**src/rtl/frodo_host_bridge.sv**
```systemverilog
// rtl/frodo_host_bridge.sv - host load/run/dump command bridge around the Frodo accelerator
// Optional RUN watchdog is compiled in with FRODO_BRIDGE_TIMEOUT_EN.
module frodo_host_bridge #(
    parameter int ADDR_WIDTH     = 12,
    parameter int DATA_WIDTH     = 64,
    parameter int TIMEOUT_CYCLES = 1000000
) (
    input  logic                  clk,
    input  logic                  rst,
    input  logic                  cmd_valid,
    output logic                  cmd_ready,
    input  logic [1:0]            cmd_op,
    input  logic                  cmd_bank,
    input  logic [ADDR_WIDTH-1:0] cmd_base,
    input  logic [ADDR_WIDTH:0]   cmd_len,
    input  logic [1:0]            cmd_level,
    input  logic [1:0]            cmd_mode,
    input  logic [DATA_WIDTH-1:0] s_data,
    input  logic                  s_valid,
    output logic                  s_ready,
    output logic [DATA_WIDTH-1:0] m_data,
    output logic                  m_valid,
    input  logic                  m_ready,
    output logic                  m_last,
    output logic [ADDR_WIDTH-1:0] mem0_addr,
    output logic [ADDR_WIDTH-1:0] mem1_addr,
    output logic                  mem0_wr_en,
    output logic                  mem1_wr_en,
    output logic [DATA_WIDTH-1:0] mem_wr_data,
    input  logic [DATA_WIDTH-1:0] mem0_rd_data,
    input  logic [DATA_WIDTH-1:0] mem1_rd_data,
    output logic                  acc_start,
    output logic [1:0]            acc_level,
    output logic [1:0]            acc_mode,
    input  logic                  acc_valid,
    output logic                  busy,
    output logic                  cmd_done,
    output logic                  err
);

    localparam int CW = ADDR_WIDTH + 1;

    localparam logic [2:0] S_IDLE      = 3'd0;
    localparam logic [2:0] S_LOAD      = 3'd1;
    localparam logic [2:0] S_RUN_START = 3'd2;
    localparam logic [2:0] S_RUN_WAIT  = 3'd3;
    localparam logic [2:0] S_DUMP      = 3'd4;

    localparam logic [1:0] OP_LOAD = 2'd0;
    localparam logic [1:0] OP_RUN  = 2'd1;
    localparam logic [1:0] OP_DUMP = 2'd2;
    localparam logic [1:0] OP_RSVD = 2'd3;

    logic [2:0]            state;
    logic                  bank_q;
    logic [ADDR_WIDTH-1:0] base_q;
    logic [CW-1:0]         len_q;
    logic [1:0]            level_q;
    logic [1:0]            mode_q;
    logic [CW-1:0]         count;
    logic                  rd_pending;
    logic                  rd_last;
    logic [DATA_WIDTH-1:0] fifo_data [0:1];
    logic                  fifo_last [0:1];
    logic                  wr_ptr;
    logic                  rd_ptr;
    logic [1:0]            occ;
    logic                  cmd_done_q;
    logic                  err_q;

`ifdef FRODO_BRIDGE_TIMEOUT_EN
    logic [31:0]           timer;
`endif

    logic                  cmd_fire;
    logic                  first_issue;
    logic                  dump_issue;
    logic                  rd_issue;
    logic                  issue_last;
    logic                  pop;
    logic                  load_fire;
    logic                  run_active;
    logic [1:0]            occ_after;
    logic [ADDR_WIDTH-1:0] seq_addr;
    logic [ADDR_WIDTH-1:0] mem_addr;
    logic [DATA_WIDTH-1:0] rd_word;

    assign cmd_ready   = (state == S_IDLE) && !rst;
    assign cmd_fire    = cmd_valid && cmd_ready;
    assign s_ready     = (state == S_LOAD);
    assign load_fire   = s_valid && s_ready;

    // The first DUMP read goes out in the accept cycle so the host sees data two cycles later.
    assign first_issue = cmd_fire && (cmd_op == OP_DUMP) && (cmd_len != '0);

    assign m_valid     = (occ != 2'd0);
    assign m_data      = m_valid ? fifo_data[rd_ptr] : '0;
    assign m_last      = m_valid && fifo_last[rd_ptr];
    assign pop         = m_valid && m_ready;

    // Occupancy once this cycle's pop and landing read are accounted for; keeps 1 word/cycle.
    assign occ_after   = occ + {1'b0, rd_pending} - {1'b0, pop};
    assign dump_issue  = (state == S_DUMP) && (count < len_q) && (occ_after < 2'd2);
    assign rd_issue    = first_issue || dump_issue;
    assign issue_last  = first_issue ? (cmd_len == CW'(1)) : (count == len_q - CW'(1));

    assign seq_addr    = base_q + count[ADDR_WIDTH-1:0];
    assign mem_addr    = first_issue ? cmd_base :
                         ((state == S_LOAD) || (state == S_DUMP)) ? seq_addr : '0;
    assign mem0_addr   = mem_addr;
    assign mem1_addr   = mem_addr;
    assign mem0_wr_en  = load_fire && !bank_q;
    assign mem1_wr_en  = load_fire && bank_q;
    assign mem_wr_data = (state == S_LOAD) ? s_data : '0;
    assign rd_word     = bank_q ? mem1_rd_data : mem0_rd_data;

    assign run_active  = (state == S_RUN_START) || (state == S_RUN_WAIT);
    assign acc_start   = (state == S_RUN_START);
    assign acc_level   = run_active ? level_q : 2'd0;
    assign acc_mode    = run_active ? mode_q : 2'd0;

    assign busy        = (state != S_IDLE);
    assign cmd_done    = cmd_done_q;
    assign err         = err_q;

    always_ff @(posedge clk) begin
        if (rst) begin
            state        <= S_IDLE;
            bank_q       <= 1'b0;
            base_q       <= '0;
            len_q        <= '0;
            level_q      <= 2'd0;
            mode_q       <= 2'd0;
            count        <= '0;
            rd_pending   <= 1'b0;
            rd_last      <= 1'b0;
            fifo_data[0] <= '0;
            fifo_data[1] <= '0;
            fifo_last[0] <= 1'b0;
            fifo_last[1] <= 1'b0;
            wr_ptr       <= 1'b0;
            rd_ptr       <= 1'b0;
            occ          <= 2'd0;
            cmd_done_q   <= 1'b0;
            err_q        <= 1'b0;
`ifdef FRODO_BRIDGE_TIMEOUT_EN
            timer        <= '0;
`endif
        end else begin
            cmd_done_q <= 1'b0;
            rd_pending <= rd_issue;
            rd_last    <= issue_last;
            occ        <= occ_after;
            if (rd_pending) begin
                fifo_data[wr_ptr] <= rd_word;
                fifo_last[wr_ptr] <= rd_last;
                wr_ptr            <= ~wr_ptr;
            end
            if (pop) begin
                rd_ptr <= ~rd_ptr;
            end

            case (state)
                S_IDLE: begin
                    if (cmd_fire) begin
                        bank_q  <= cmd_bank;
                        base_q  <= cmd_base;
                        len_q   <= cmd_len;
                        level_q <= cmd_level;
                        mode_q  <= cmd_mode;
                        err_q   <= (cmd_op == OP_RSVD);
                        count   <= first_issue ? CW'(1) : '0;
                        case (cmd_op)
                            OP_LOAD: begin
                                if (cmd_len == '0) cmd_done_q <= 1'b1;
                                else               state      <= S_LOAD;
                            end
                            OP_RUN:  state <= S_RUN_START;
                            OP_DUMP: begin
                                if (cmd_len == '0) cmd_done_q <= 1'b1;
                                else               state      <= S_DUMP;
                            end
                            default: cmd_done_q <= 1'b1;
                        endcase
                    end
                end
                S_LOAD: begin
                    if (load_fire) begin
                        count <= count + CW'(1);
                        if (count + CW'(1) == len_q) begin
                            cmd_done_q <= 1'b1;
                            state      <= S_IDLE;
                        end
                    end
                end
                S_RUN_START: begin
                    state <= S_RUN_WAIT;
`ifdef FRODO_BRIDGE_TIMEOUT_EN
                    timer <= '0;
`endif
                end
                S_RUN_WAIT: begin
                    if (acc_valid) begin
                        cmd_done_q <= 1'b1;
                        state      <= S_IDLE;
                    end
`ifdef FRODO_BRIDGE_TIMEOUT_EN
                    else if (timer == 32'(TIMEOUT_CYCLES - 1)) begin
                        err_q      <= 1'b1;
                        cmd_done_q <= 1'b1;
                        state      <= S_IDLE;
                    end else begin
                        timer <= timer + 32'd1;
                    end
`endif
                end
                S_DUMP: begin
                    if (dump_issue) begin
                        count <= count + CW'(1);
                    end
                    if (pop && m_last) begin
                        cmd_done_q <= 1'b1;
                        state      <= S_IDLE;
                    end
                end
                default: state <= S_IDLE;
            endcase
        end
    end

endmodule

```
**config.mk**
```make
export PLATFORM = sky130hd
export DESIGN_NAME = frodo_host_bridge
export DESIGN_NICKNAME = d
export VERILOG_FILES = /design/src/rtl/frodo_host_bridge.sv
export SDC_FILE = /design/constraint.sdc
export NUM_CORES = 1
export LEC_CHECK = 0
export BUFFER_PORTS_ARGS = -buffer_cell sky130_fd_sc_hd__buf_2
export CORE_ASPECT_RATIO = 0.7
export CORE_MARGIN = 5
export CORE_UTILIZATION = 51
export CTS_CLUSTER_DIAMETER = 30
export DETAILED_ROUTE_END_ITERATION = 10
export GPL_ROUTABILITY_DRIVEN = 0
export PLACE_DENSITY = 0.91
export RECOVER_POWER = 50
export SYNTH_ARGS = -nofsm -noshare
export SYNTH_HDL_FRONTEND = slang
export SYNTH_SLANG_ARGS = --single-unit
```
**constraint.sdc**
```tcl
create_clock -name clk -period 3.2 [get_ports clk]
set_input_delay 0.16 -clock clk [delete_from_list [all_inputs] [get_ports clk]]
set_output_delay 0.16 -clock clk [all_outputs]
set_load 0.005 [all_outputs]
```
==> results of run 1 <==
==> routing by layer <==
layer / vias to the layer above / routed length (µm) / GRT usage [%]
li1: 4681 / - / -
met1: 4720 / 13300 / 33.3
met2: 498 / 17300 / 46.7
met3: 94 / 2900 / 6.23
met4: 2 / 1140 / 10.6
met5: - / 13 / 0
==> critical path: stages (launching register included) <==
cell and delay [ps]:
dfxtp_1 510, inv_1 140, ha_1 350, a2111oi_0 460, o21ai_0 160, o21ai_0 350, a22oi_2 100, nand2b_1 320
or4_1 490, a21oi_1 170
==> path summary, 6_finish.rpt <==
kind	from	to	depth (start not counted)
worst max-delay path	len_q[6]	count[7]	9
worst min-delay path	cmd_len[12]	len_q[12]	3
worst max register to register	len_q[6]	count[7]	9
worst min register to register	mode_q[1]	mode_q[1]	2
==> power by group <==
part	switching, mW	internal (mW)	leakage, nW
Clock	1.10	1.09	0.304
Sequential	0.162	2.76	1.80
Combinational	1.74	1.24	3.86
Total	3.00	5.09	5.96
==> cell families (layout without fill, tap and decap cells) <==
group,after synthesis,after routing,share of synthesized area [%]
XOR/XNOR,35,35,2.90
other,0,5,0
multiplexers,131,131,12.1
buffers and inverters,125,511,5.63
AO/OA/AOI/OAI,151,151,9.32
adder cells (fa/ha/maj),34,34,4.00
AND/OR/NAND/NOR,463,463,19.8
flip-flops,185,185,46.3
==> sequential cells by signal, summed over array words and instances, names as in the netlist, named ones only <==
signal      cells
state           3
mode_q          2
fifo_last       2
base_q         12
occ             2
wr_ptr          1
bank_q          1
len_q          13
rd_ptr          1
level_q         2
fifo_data     128
err             1
rd_last         1
rd_pending      1
count          13
cmd_done        1
==> per-stage QoR <==
step	instance area (µm²)	power, mW	instances	worst slack [ps]
after detailed placement	12900	5.90	1725	254
after floorplan	10800	4.80	1124	354
after global routing	13800	8.50	1790	31.7
after global placement	12900	5.83	1725	537
final	13800	8.09	1791	89.8
after CTS	13800	8.11	1786	9.54
==> placed cells by master, fill, tap and decap left out, types with 5 or more instances in the layout <==
cell type      netlist  final
nand2b_1             9      9
nand3_1             12     11
o21a_1               5      5
or3_1               11     11
clkbuf_1            51      7
nor2_1             228    226
nor4_1               7      7
a211oi_1             7      7
a21oi_1             26     26
nand4_1              7      7
nor3_1              12     12
o31ai_1             18     18
and2_1              71     71
dlygate4sd3_1        0     28
a21o_1               6      6
diode_2              0      5
and3_1               6      6
xnor2_1             22     22
buf_2                1    390
a31oi_1              5      5
o211ai_1             6      6
edfxtp_1           130    130
xor2_1              12     12
or4_1                5      5
o21ai_0             48     46
dfxtp_1             55     51
clkbuf_16            0     17
nand2_1             79     79
inv_1               37     37
mux2i_1            131    131
buf_4               16     12
ha_1                33     33
==> final cells by class <==
| cell class | instances | area (µm²) |
|---|---|---|
| antenna | 5 | 12.5 |
| clock buffer | 17 | 425 |
| clock inverter | 15 | 201 |
| fill | 1669 | 7040 |
| inverter | 37 | 139 |
| multi-input combinational | 814 | 5240 |
| sequential | 185 | 5010 |
| tap | 276 | 345 |
| timing repair buffer | 442 | 2390 |
==> what timing repair did <==
item | CTS | global route
endpoints found under the hold margin | 28 | 0
setup endpoints to repair | 4 | 6
gates cloned | 0 | 0
hold buffers | 28 | 0
buffers inserted | 1 | 0
resized for setup | 2 | 8
pin swaps | 2 | 2
==> results.cfg, run 1 <==
[status]
status = finished with violations
violations = max-capacitance violations, max-slew violations

[clocking]
h-tree-depth = 4
cts-root-buf = clkbuf_16
clk_path_buf_depth = 2
cts_tree = built
path_clk_slew_ps = 80
clock_sinks = 185
cts_buffers = 17
clk_latency_ps = 430

[floorplanning]
core_area_mm2 = 0.0208
initial_core_util_pct = 52.0
num_rows = 44
dieHeight_um = 132
dieArea_mm2 = 0.0243
ios = 396
dieWidth_um = 184

[power_and_ir_drop]
p_per_area_mw_per_mm2 = 588
total_leakage_power_nw = 5.96
ir_drop_mv = 0.466

[flow_run]
max-cap-violations = 1

[global_routing]
grt_pass1_wl_um = 52900
antenna_found_initial = 5
grt_usage_pct = 27.2
first_global_vias = 9881
grt_max_degree = 66
grt_overflow = 0

[yosys]
syn-cell-area_mm2 = 0.0108
synth_most_common_cell = nor2_1
async_reset_ff_share_pct = 0
synth_edf_count = 130
yosysTopAreaCell = edfxtp_1
syn_inst = 1124
ys_seq_elements = 185
yosysSeqAreaShare_pct = 46.3
yosys-top-cells-area = edfxtp_1 (36%), mux2i_1 (12%), dfxtp_1 (10%)
synthFlopType = edfxtp_1
ys_warn_count = 0
syn_avg_cell_area_um2 = 9.62
synth_cell_types = 71
synth_top_area_share_pct = 36.1
synth_fp_nets = 1388
netlist_top_cells_count = nor2_1 (228), mux2i_1 (131), edfxtp_1 (130)

[setup_path]
cp.arrival_ps = 3460
endpoint_kind = flip-flop
rrSetupSlack_ps = 90
cp-start-kind = flip-flop
worstPathRequired_ps = 3550
critPathMaxFanout = 11
criticalPathCategory = flip-flop to flip-flop

[routing]
via_per_inst = 5.58
ant_nets = 0
avgRoutedWirePerCell_um = 19.4
drc = 0
firstDrtPassIters = 6
wirelength_um = 34700
vias = 9995
drt-initial-drc-count = 921

[timing]
rsz0062_at_grt = no
fin_tns_setup_ps = 0
hold_viol = 0
setup_viol = 0
hold_slack_ps = 35.0
skew_ps = 19.5
relSlewSlack_pct = -9.69
max_freq_ghz = 0.322
worst_slew_pin_slew_ps = 1650
min_period_over_period_pct = 97.2
finalMaxSlewViolations = 28
fin_crit_ps = 3110

[worst_hold_path]
hold_path_class = input pin to flip-flop

[placement]
dp_hpwl_um = 25700
port_buffers = 395

[final_layout]
utilization_pct = 66.2
nNetsFinal = 1761
area_growth_pct = 27.3
layout-drive-gt1-share_pct = 30.7
No activity file was read; power rests on OpenSTA's default activity.
==> inputs of run 2 (changes only) <==
RECOVER_POWER = default   (was 50)
==> run 2 against run 1 <==
The flow now finishes without violations. Core utilization rose by 0.24 points. Non-clock buffer count did not move. Global-route usage did not move. Sequential power barely moved. Via count barely moved. Register-to-register slack improved by 30 ps. Total power rose by 0.17%. Final area rose by 0.36%. Count of clock-buffer cells in the layout did not move. Sequential share of layout area fell by 0.13 points. Wire length barely moved. Final cell count barely moved. Critical path type unchanged. Critical endpoint unchanged. Largest cell class unchanged. Highest routed layer unchanged.
==> results.cfg, run 2 (synthesis gave the netlist of run 1 again) <==
[setup_path]
crit_top_cell = o21ai_0
worstPathRequired_ps = 3540
r2r-start = len_q[6]
endpoint_kind = flip-flop
cp.arrival_ps = 3430
reg2reg_depth = 9
worstPathCellList = inv_1, ha_1, a2111oi_0, o21ai_0, o21ai_0, a22oi_2, nand2b_1, or4_1, a21oi_1
critPathMaxFanout = 11
cp-start-kind = flip-flop
rrSetupSlack_ps = 120
timing.rr.end = count[7]
criticalPathCategory = flip-flop to flip-flop
slowest_delay_ps = 500
crit_path_top_delay_cell = dfxtp_1

[routing]
via_per_inst = 5.58
highest_layer = met5
ant_nets = 0
vias = 9990
drc = 0
avgRoutedWirePerCell_um = 19.4
wirelength_um = 34700
met1_length_um = 13400
firstDrtPassIters = 7
drt-initial-drc-count = 952
route.met2.wl_um = 17300
wl_met3_um = 2880

[timing]
hold_viol = 0
finalMaxSlewViolations = 0
rsz0062_at_grt = no
setup_viol = 0
relSlewSlack_pct = 46.5
hold_slack_ps = 36.2
max_freq_ghz = 0.324
fin_crit_ps = 3080
worst_slew_pin_slew_ps = 793
skew_ps = 19.0
min_period_over_period_pct = 96.3
fin_tns_setup_ps = 0

[final_layout]
top_regs = fifo_data x128, count x13, len_q x13
layout-drive-gt1-share_pct = 31.4
largest_register_ffs = 128
most-common-layout-cells = buf_2 (395), nor2_1 (225), mux2i_1 (131)
mostFrequentLayoutCell = buf_2
nNetsFinal = 1761
area_growth_pct = 27.7
top_register = fifo_data

[global_routing]
first_global_vias = 9881
grt_overflow = 0
grt_pass1_wl_um = 52900
antenna_found_initial = 5
grt_max_degree = 66
grt_usage_pct = 27.2

[clocking]
clk_path_buf_depth = 2
clk_latency_ps = 430
clock_sinks = 185
cts-root-buf = clkbuf_16
h-tree-depth = 4
cts_tree = built
path_clk_slew_ps = 80
cts_buffers = 17

[power_and_ir_drop]
power.total_mw = 8.10
power.switching_mw = 3.00
power_frac_seq_pct = 36.0
ir_drop_mv = 0.463
p_comb_share_pct = 37.0
clock_power_share_pct = 27.0
p_per_area_mw_per_mm2 = 586
switching_share_pct = 37.0
total_leakage_power_nw = 5.99
p_int_mw = 5.10

[flow_run]
max-cap-violations = 0

[worst_hold_path]
hold_depth = 3
holdPathEnd = len_q[12]
hold_path_class = input pin to flip-flop
min_from = cmd_len[12]

[floorplanning]
core_area_mm2 = 0.0208
initial_core_util_pct = 52.0
num_rows = 44
ios = 396
dieArea_mm2 = 0.0243
dieWidth_um = 184
dieHeight_um = 132

[placement]
dp_hpwl_um = 25700
port_buffers = 395

[status]
status = finished clean
-- run 2: critical path: cells and delay by family, from the launching register on --
family                   cells  cell delay (ps)
AO/OA/AOI/OAI                5             1220
adder cells (fa/ha/maj)      1              350
AND/OR/NAND/NOR              2              800
flip-flops                   1              500
buffers and inverters        1              140
-- run 2: timing repair --
| item | 4_1_cts | 5_1_grt |
|---|---|---|
| endpoints found under the hold margin | 28 | 0 |
| setup buffers | 1 | 0 |
| setup endpoints to repair | 4 | 6 |
| hold buffers | 28 | 0 |
| pin swaps | 2 | 2 |
| gates resized for setup | 2 | 8 |
-- run 2: layout make-up --
type	count	area, µm²
tap	276	345
multi-input combinational	814	5260
timing repair buffer	442	2420
sequential	185	5010
clock inverter	15	201
clock buffer	17	425
inverter	37	139
antenna	4	10.0
fill	1654	6990
-- run 2: worst max-delay path by stage --
stage	startpoint	to	slack, ps	depth (start not counted)
global placement	len_q[6]	count[7]	540	9
floorplan	rd_pending	fifo_data[1][0]	350	4
detailed placement	len_q[6]	count[7]	250	9
CTS	count[0]	mem1_addr[10]	10	11
global route	count[0]	mem1_addr[10]	30	11
finish	len_q[6]	count[7]	120	9
-- run 2: routing by layer --
| layer | track usage (%) | vias up |
|---|---|---|
| met5 | 0 | - |
| met4 | 10.6 | 2 |
| li1 | - | 4669 |
| met1 | 33.3 | 4715 |
| met3 | 6.23 | 92 |
| met2 | 46.7 | 512 |
-- run 2: power groups by stage --
stage	sequential, mW	clock, mW	combinational (mW)
finish	2.92	2.18	3.00
global route	2.94	2.32	3.25
CTS	2.92	2.22	2.98
detailed placement	2.97	0	2.93
global placement	2.95	0	2.88
floorplan	2.88	0	1.91
-- run 2: stage by stage --
step                setup WS [ps]  cells  area, µm²  utilization [%]
floorplan                     354   1124      10800                -
global placement              537   1725      12900             61.9
detailed placement            254   1725      12900             61.9
CTS                          9.54   1786      13800             66.3
global route                 31.7   1790      13800             66.4
finish                        117   1790      13800             66.4
